### config.mk
export PLATFORM = sky130hd
export DESIGN_NAME = dc_rep_download
export DESIGN_NICKNAME = d
export VERILOG_FILES = /design/src/rtl/dc_rep_download.sv
export SDC_FILE = /design/constraint.sdc
export NUM_CORES = 1
export LEC_CHECK = 0
export ABC_AREA = 1
export CAP_MARGIN = 5
export CORE_ASPECT_RATIO = 1.75
export CORE_MARGIN = 2
export CORE_UTILIZATION = 38
export CTS_CLUSTER_SIZE = 8
export DETAILED_ROUTE_END_ITERATION = 12
export GPL_ROUTABILITY_DRIVEN = 0
export PLACE_DENSITY_LB_ADDON = 0.25
export SLEW_MARGIN = 25
export SYNTH_ARGS = -nofsm -noshare
export SYNTH_HDL_FRONTEND = slang
export SYNTH_SLANG_ARGS = --single-unit
### constraint.sdc
create_clock -name clk -period 1.85 [get_ports clk]
set_clock_uncertainty 0.05 [all_clocks]
set_input_delay 0.2775 -clock clk [delete_from_list [all_inputs] [get_ports clk]]
set_output_delay 0.2775 -clock clk [all_outputs]
set_load 0.01 [all_outputs]
### src/rtl/dc_rep_download.sv
// dc_rep_download
// Receive side of the 3-flit request/reply link. Reassembles head/body/tail
// flits into one 3*FLIT_W message for the data cache / memory controller.
// Framing violations raise a one-cycle frame_err pulse and the block
// resynchronises on its own.
//   ctrl_in: 01 head -> msg_out[3F-1:2F], 10 body -> [2F-1:F],
//            11 tail -> [F-1:0], 00 invalid.
//   dl_state: 00 IDLE, 01 BODY, 10 TAIL, 11 FULL (message held).

module dc_rep_download #(
  parameter int FLIT_W = 16
) (
  input  logic                clk,
  input  logic                rst,        // asynchronous, active-low
  input  logic [FLIT_W-1:0]   flit_in,
  input  logic [1:0]          ctrl_in,
  input  logic                v_flit_in,
  output logic                flit_rdy,
  output logic [3*FLIT_W-1:0] msg_out,
  output logic                v_msg_out,
  input  logic                msg_rdy,
  output logic                frame_err,
  output logic [1:0]          dl_state
);

  typedef enum logic [1:0] {
    ST_IDLE = 2'b00,
    ST_BODY = 2'b01,
    ST_TAIL = 2'b10,
    ST_FULL = 2'b11
  } state_t;

  localparam logic [1:0] CTRL_HEAD = 2'b01;
  localparam logic [1:0] CTRL_BODY = 2'b10;
  localparam logic [1:0] CTRL_TAIL = 2'b11;

  localparam logic [2*FLIT_W-1:0] LOWER_ZERO = '0;

  state_t state;
  logic   accept;

  // Flow control: the only stall is while a finished message waits for the consumer.
  assign flit_rdy = (state != ST_FULL);
  assign accept   = v_flit_in && flit_rdy;
  assign dl_state = state;

  // Reassembly FSM: stores flit fields, tracks framing, holds the finished message.
  always_ff @(posedge clk or negedge rst) begin
    if (!rst) begin
      state     <= ST_IDLE;
      msg_out   <= '0;
      v_msg_out <= 1'b0;
      frame_err <= 1'b0;
    end else begin
      // NOTE: frame_err is given a default here and overridden below, so it is
      // a single-cycle pulse without any explicit clear path.
      frame_err <= 1'b0;

      case (state)
        ST_IDLE: begin
          if (accept) begin
            if (ctrl_in == CTRL_HEAD) begin
              msg_out <= {flit_in, LOWER_ZERO};
              state   <= ST_BODY;
            end else begin
              // Stray body/tail/invalid flit: nothing to discard, just flag it.
              frame_err <= 1'b1;
            end
          end
        end

        ST_BODY: begin
          if (accept) begin
            case (ctrl_in)
              CTRL_BODY: begin
                msg_out[2*FLIT_W-1:FLIT_W] <= flit_in;
                state                      <= ST_TAIL;
              end
              CTRL_HEAD: begin
                // A new head restarts the message rather than being dropped.
                msg_out   <= {flit_in, LOWER_ZERO};
                frame_err <= 1'b1;
              end
              default: begin
                msg_out   <= '0;
                state     <= ST_IDLE;
                frame_err <= 1'b1;
              end
            endcase
          end
        end

        ST_TAIL: begin
          if (accept) begin
            case (ctrl_in)
              CTRL_TAIL: begin
                msg_out[FLIT_W-1:0] <= flit_in;
                v_msg_out           <= 1'b1;
                state               <= ST_FULL;
              end
              CTRL_HEAD: begin
                msg_out   <= {flit_in, LOWER_ZERO};
                state     <= ST_BODY;
                frame_err <= 1'b1;
              end
              default: begin
                msg_out   <= '0;
                state     <= ST_IDLE;
                frame_err <= 1'b1;
              end
            endcase
          end
        end

        ST_FULL: begin
          // msg_out stays put; the consume edge returns to IDLE, which leaves a
          // one-cycle bubble before the next head can be taken.
          if (msg_rdy) begin
            v_msg_out <= 1'b0;
            state     <= ST_IDLE;
          end
        end
      endcase
    end
  end

endmodule

* Word level (Yosys, flattened, before mapping)
Index checks and enable logic that the tools add are counted.
** Storage, ports and cells
- Output and inout bits :: 53
- Logic and storage cells :: 60
- Input bits :: 22
- Register bits :: 52
** Cells by class
- Multiplexer cells :: 29
- Reductions and logical operators :: 9
- Equality and inequality tests :: 16
** Operators with widths (count)
- $mux W48 :: 4
- $pmux W48 S3 :: 1
- $pmux W32 S2 :: 1
- $mux W16 :: 3
- $pmux W16 S2 :: 1
- $ne A2 B2 Y1 const B :: 10
- $reduce_and A6 Y1 :: 3
- $mux W2 :: 5
- $mux W1 :: 9
- $eq A2 B2 Y1 const B :: 4
- $pmux W2 S2 :: 2
- $pmux W2 S4 :: 1
- $reduce_and A7 Y1 :: 1
- $eq A2 B1 Y1 const B :: 2
- $reduce_and A4 Y1 :: 1
- $pmux W1 S3 :: 1
- $reduce_bool A3 Y1 :: 1
- $logic_not A2 Y1 :: 1
- $pmux W1 S2 :: 1
- $reduce_bool A2 Y1 :: 1
- $logic_and A1 B1 Y1 :: 1

* Longest topological paths before layout
- Word-level depth :: 4
- Depth in mapped cells :: 10
- Mapped depth without buffers :: 9

* Worst setup path before layout
No wires, ideal clock.
- Path type :: register -> register
- Start :: reg state[0] (netlist: dl_state[0])
- End :: reg msg_out[16]
- Setup slack :: 99 ps
- Period minus slack after synthesis :: 1751 ps
- Data arrival time :: 1578 ps
- Cell stages (with the launch flop) :: 10
- Setup time :: 123 ps
- Buffers on the path :: 1
- Data required time :: 1677 ps
- Cells stage by stage :: dfrtp_1 -> inv_1 -> ha_1 -> inv_1 -> nand2_1 -> nand2_4 -> nand2_1 -> clkbuf_1 -> o21ai_0 -> nand2_1
** Between the ends
- Cells in the longest elaborated chain, start to end :: 4
- Elaborated cells between the ends (all ways) :: 13
- Those cells by class :: eq/ne (8); mux (1); reduce/logical (4)
** RTL lines
- start, declared :: line 39 : state_t state;
- start signal, assigned :: line 50 : state <= ST_IDLE;
- start signal, assigned :: line 64 : state <= ST_BODY;
- start signal, assigned :: line 77 : state <= ST_TAIL;
- $ne A2 B2 Y1 :: line 43 : assign flit_rdy = (state != ST_FULL);
- $logic_and A1 B1 Y1 :: line 44 : assign accept = v_flit_in && flit_rdy;
- $ne A2 B2 Y1 (no line)
- $reduce_and A6 Y1 (no line)
- end signal, assigned :: line 63 : msg_out <= {flit_in, LOWER_ZERO};
- end signal, assigned by index :: line 76 : msg_out[2*FLIT_W-1:FLIT_W] <= flit_in;
- end signal, assigned :: line 81 : msg_out <= {flit_in, LOWER_ZERO};
- end, declared :: line 19 : output logic [3*FLIT_W-1:0] msg_out,
Parallel ways exist; a longest one is shown, timed or not.
A chain may end at the register's enable or synchronous reset.

* Worst setup path in the final report
- Start :: reg state[0] (netlist: dl_state[0])
- End :: reg msg_out[21]
Same word-level chain as after synthesis.

==> key figures <==
Outcome
  – Outcome: finished clean

Setup path
  – Worst EP required: 1980 ps
  – CP endpoint kind: flip-flop
  – Crit-path max cell delay: 430 ps
  – Arrival time worst endpoint: 1860 ps
  – Worst-path cell with the longest stage delay: dfrtp_1
  – Crit Path Max Fanout: 11
  – Crit Path Category: reg2reg
  – CP bufs+invs: 3
  – Worst path most repeated cell: nand2_1
  – Critical path's top delay family: flip-flops
  – Crit-path cells: inv_2, ha_1, inv_1, nand2_1, nand2_4, nand2_1, buf_4, o21ai_0, nand2_1
  – Nature of the critical path startpoint: flip-flop

Routing
  – Length of the first detailed-routing pass in iterations: 4
  – WL per Instance: 13.82 µm
  – Total number of vias: around 2500
  – WL final: 7158 µm
  – Initial drt markers: 169
  – DRC viols: 0
  – Vias per inst: 4.828
  – Post-route ant nets: 0

STA
  – Hold Violations, Final: 0
  – Peak Freq: 0.5785 GHz
  – Minimum clock period: 1729 ps
  – Worst hold slack: 46.53 ps
  – Final worst path period share: 93.44%
  – Endpoints failing setup: 0
  – Worst setup margin: 121.4 ps
  – Max-slew violations: 0
  – Worst-Margin Slew: 667.9 ps
  – Rel. slew slack: between 50% and 60%

Floorplanning
  – Die area: between 7000 and 8000 µm²
  – Core Area: 6807 µm²
  – Starting Density: between 30% and 40%
  – Num rows: 40
  – Die Span Y: 114.2 µm
  – Die width: ~67 µm
  – I/O pins: 75

Finish
  – Fill cells: 662
  – Core Util, Final: 56.31%
  – # diodes: 0
  – Fraction of layout cells with a size suffix above 1: between 10% and 20%
  – Fin nets: 462
  – Post-Layout Inst Area: 3832 µm²
  – Area Overhead vs Synth: 45.44%

Global routing
  – Pin count of the biggest net entering global routing: 53
  – Initial antenna violation count: 0
  – Number of global-route vias before repair: 2356
  – Global-route wire length before repair: 11350 µm
  – GRT overflow: 0
  – Tot GR Track Use: between 10% and 20%

Run
  – Max-Cap Viols: 0

Logic synthesis
  – Most frequent cells after synthesis: 130 x nand2_1, 52 x dfrtp_1, 52 x nor2_1, 37 x o21ai_0, 26 x inv_1
  – Cell area after synthesis: approximately 2600 µm²
  – Synth Register Bits: 52
  – Syn_nets: 368
  – Syn Inst Count: 339
  – Top cell type's share of synthesized area: 49.38%
  – Top-count cell post-synth: nand2_1
  – Synth area leader: dfrtp_1
  – Post-synth EDFFs: 0
  – Yosys cell types: 23
  – Register area share after synthesis: 49.38%
  – FFs w/ async S/R, synth: 100.0%
  – Top FF cell, synth: dfrtp_1
  – Top post-synthesis cells by area: dfrtp_1 49%, nand2_1 19%, nor2_1 7.4%, o21ai_0 7.0%, inv_1 3.7%
  – Synth warnings: 0
  – Post-synthesis average cell area: between 7 and 8 µm²

Place
  – Area after DPL: between 3000 and 4000 µm²
  – Hpwl dp: 5252 µm
  – Pre-CTS setup slack: -7.799 ps
  – Buffers added on ports: 74

Clock tree
  – H-tree depth: 2
  – Clock-pin slew on the worst setup and hold paths: 70 ps
  – CTS buffer count: 5
  – Worst-Skew Late Latency: 290 ps
  – CTS Buffer Depth: 2
  – CTS Hold Bufs: 0
  – Clock Sinks: 52
  – CTS tree: built
  – Clock root buffer: clkbuf_16

Power
  – Worst-case vdd ir drop: 0.9630 mV
  – Total Power: 0.005373 W
  – LEAKAGE: 2.035 nW
  – Pwr per Cell Area: ~1400 nW/µm²

Hold path
  – HP Class: in2async
[worst register-to-register path, cell delays in order (launching register included)]
cell and delay, ps:
dfrtp_1 430, inv_2 80, ha_1 210, inv_1 80
nand2_1 90, nand2_4 90, nand2_1 130, buf_4 210
o21ai_0 180, nand2_1 70
[cell usage in the layout (no fill, tap or decap)]
master	n
ha_2	2
buf_2	1
buf_4	17
nand2_4	3
buf_12	6
dfrtp_1	51
nand2_1	129
dfrtp_2	1
clkbuf_8	1
nand3_2	1
ha_1	5
inv_2	3
nand3_4	2
clkdlybuf4s50_1	71
buf_6	1
a21oi_1	2
nor2_4	3
dlygate4sd2_1	1
nand4_1	1
o21ai_1	5
o21ai_0	32
nor2_1	52
a21boi_2	1
clkbuf_16	5
nand3_1	4
dlymetal6s2s_1	1
clkinvlp_4	2
nand2_2	2
a31oi_1	2
a21o_1	1
inv_1	25
nor2_8	1
[timing repair]
action	in CTS	in global routing
buffers inserted	1	4
endpoints found under the setup margin	33	46
resized for setup	3	10
pin swaps	0	3
cloned	0	1
[final cells by class]
type                    instances  area (µm²)  share of cell area, %
multi-input cells             248        1170                  30.53
clock buffers                   6       138.9                  3.624
inverters                      28       105.1                  2.742
well taps                      84       105.1                  2.742
repair buffers                 98       996.0                  25.99
clock inverters                 2       15.01                 0.3918
flip-flops and latches         52        1303                  33.99
[kinds of logic after synthesis]
| logic type | count (synthesis) | share of synthesized area (%) |
|---|---|---|
| adders and majority gates | 7 | 3.324 |
| AOI/OAI and AO/OA | 43 | 8.595 |
| buffers and inverters | 40 | 6.932 |
| DFF | 52 | 49.38 |
| and+or+nand+nor | 197 | 31.77 |
[registers in the layout (all words and copies together) (netlist names)]
register and flops:
msg_out 48, v_msg_out 1, dl_state 2, frame_err 1
[power by group]
part	switching (W)	internal, W
Clock	0.000418	0.000539
Combinational	0.00157	0.00131
Sequential	0.000156	0.00138
Total	0.00214	0.00323
[path summary, 6_finish.rpt]
kind                                  start     endpoint  slack (ps)  cells after the start
worst max-delay path            dl_state[0]  msg_out[21]         120                      9
worst min-delay path                    rst  msg_out[10]          50                      2
worst max register to register  dl_state[0]  msg_out[21]         120                      9
worst min register to register  msg_out[40]  msg_out[40]         420                      2
max in group asynchronous               rst  dl_state[1]        1210                      2
min in group clk                msg_out[40]  msg_out[40]         420                      2
[metrics by stage]
step / setup TNS [ps] / instances
6_report: 0 / 518
5_1_grt: -89.04 / 518
3_5_place_dp: -42.28 / 504
4_1_cts: 0 / 513
3_3_place_gp: 0 / 504
2_1_floorplan: 0 / 339
[per-layer routing]
metal | part of all wire, % | track usage [%] | vias to the layer above
met4 | 2.1 | 7.075 | 0
met2 | 55 | 35.53 | 66
met5 | 0 | 0 | -
met3 | 4.0 | 2.950 | 10
met1 | 39 | 22.88 | 1188
li1 | - | - | 1237
(Power assumes the default switching activity.)
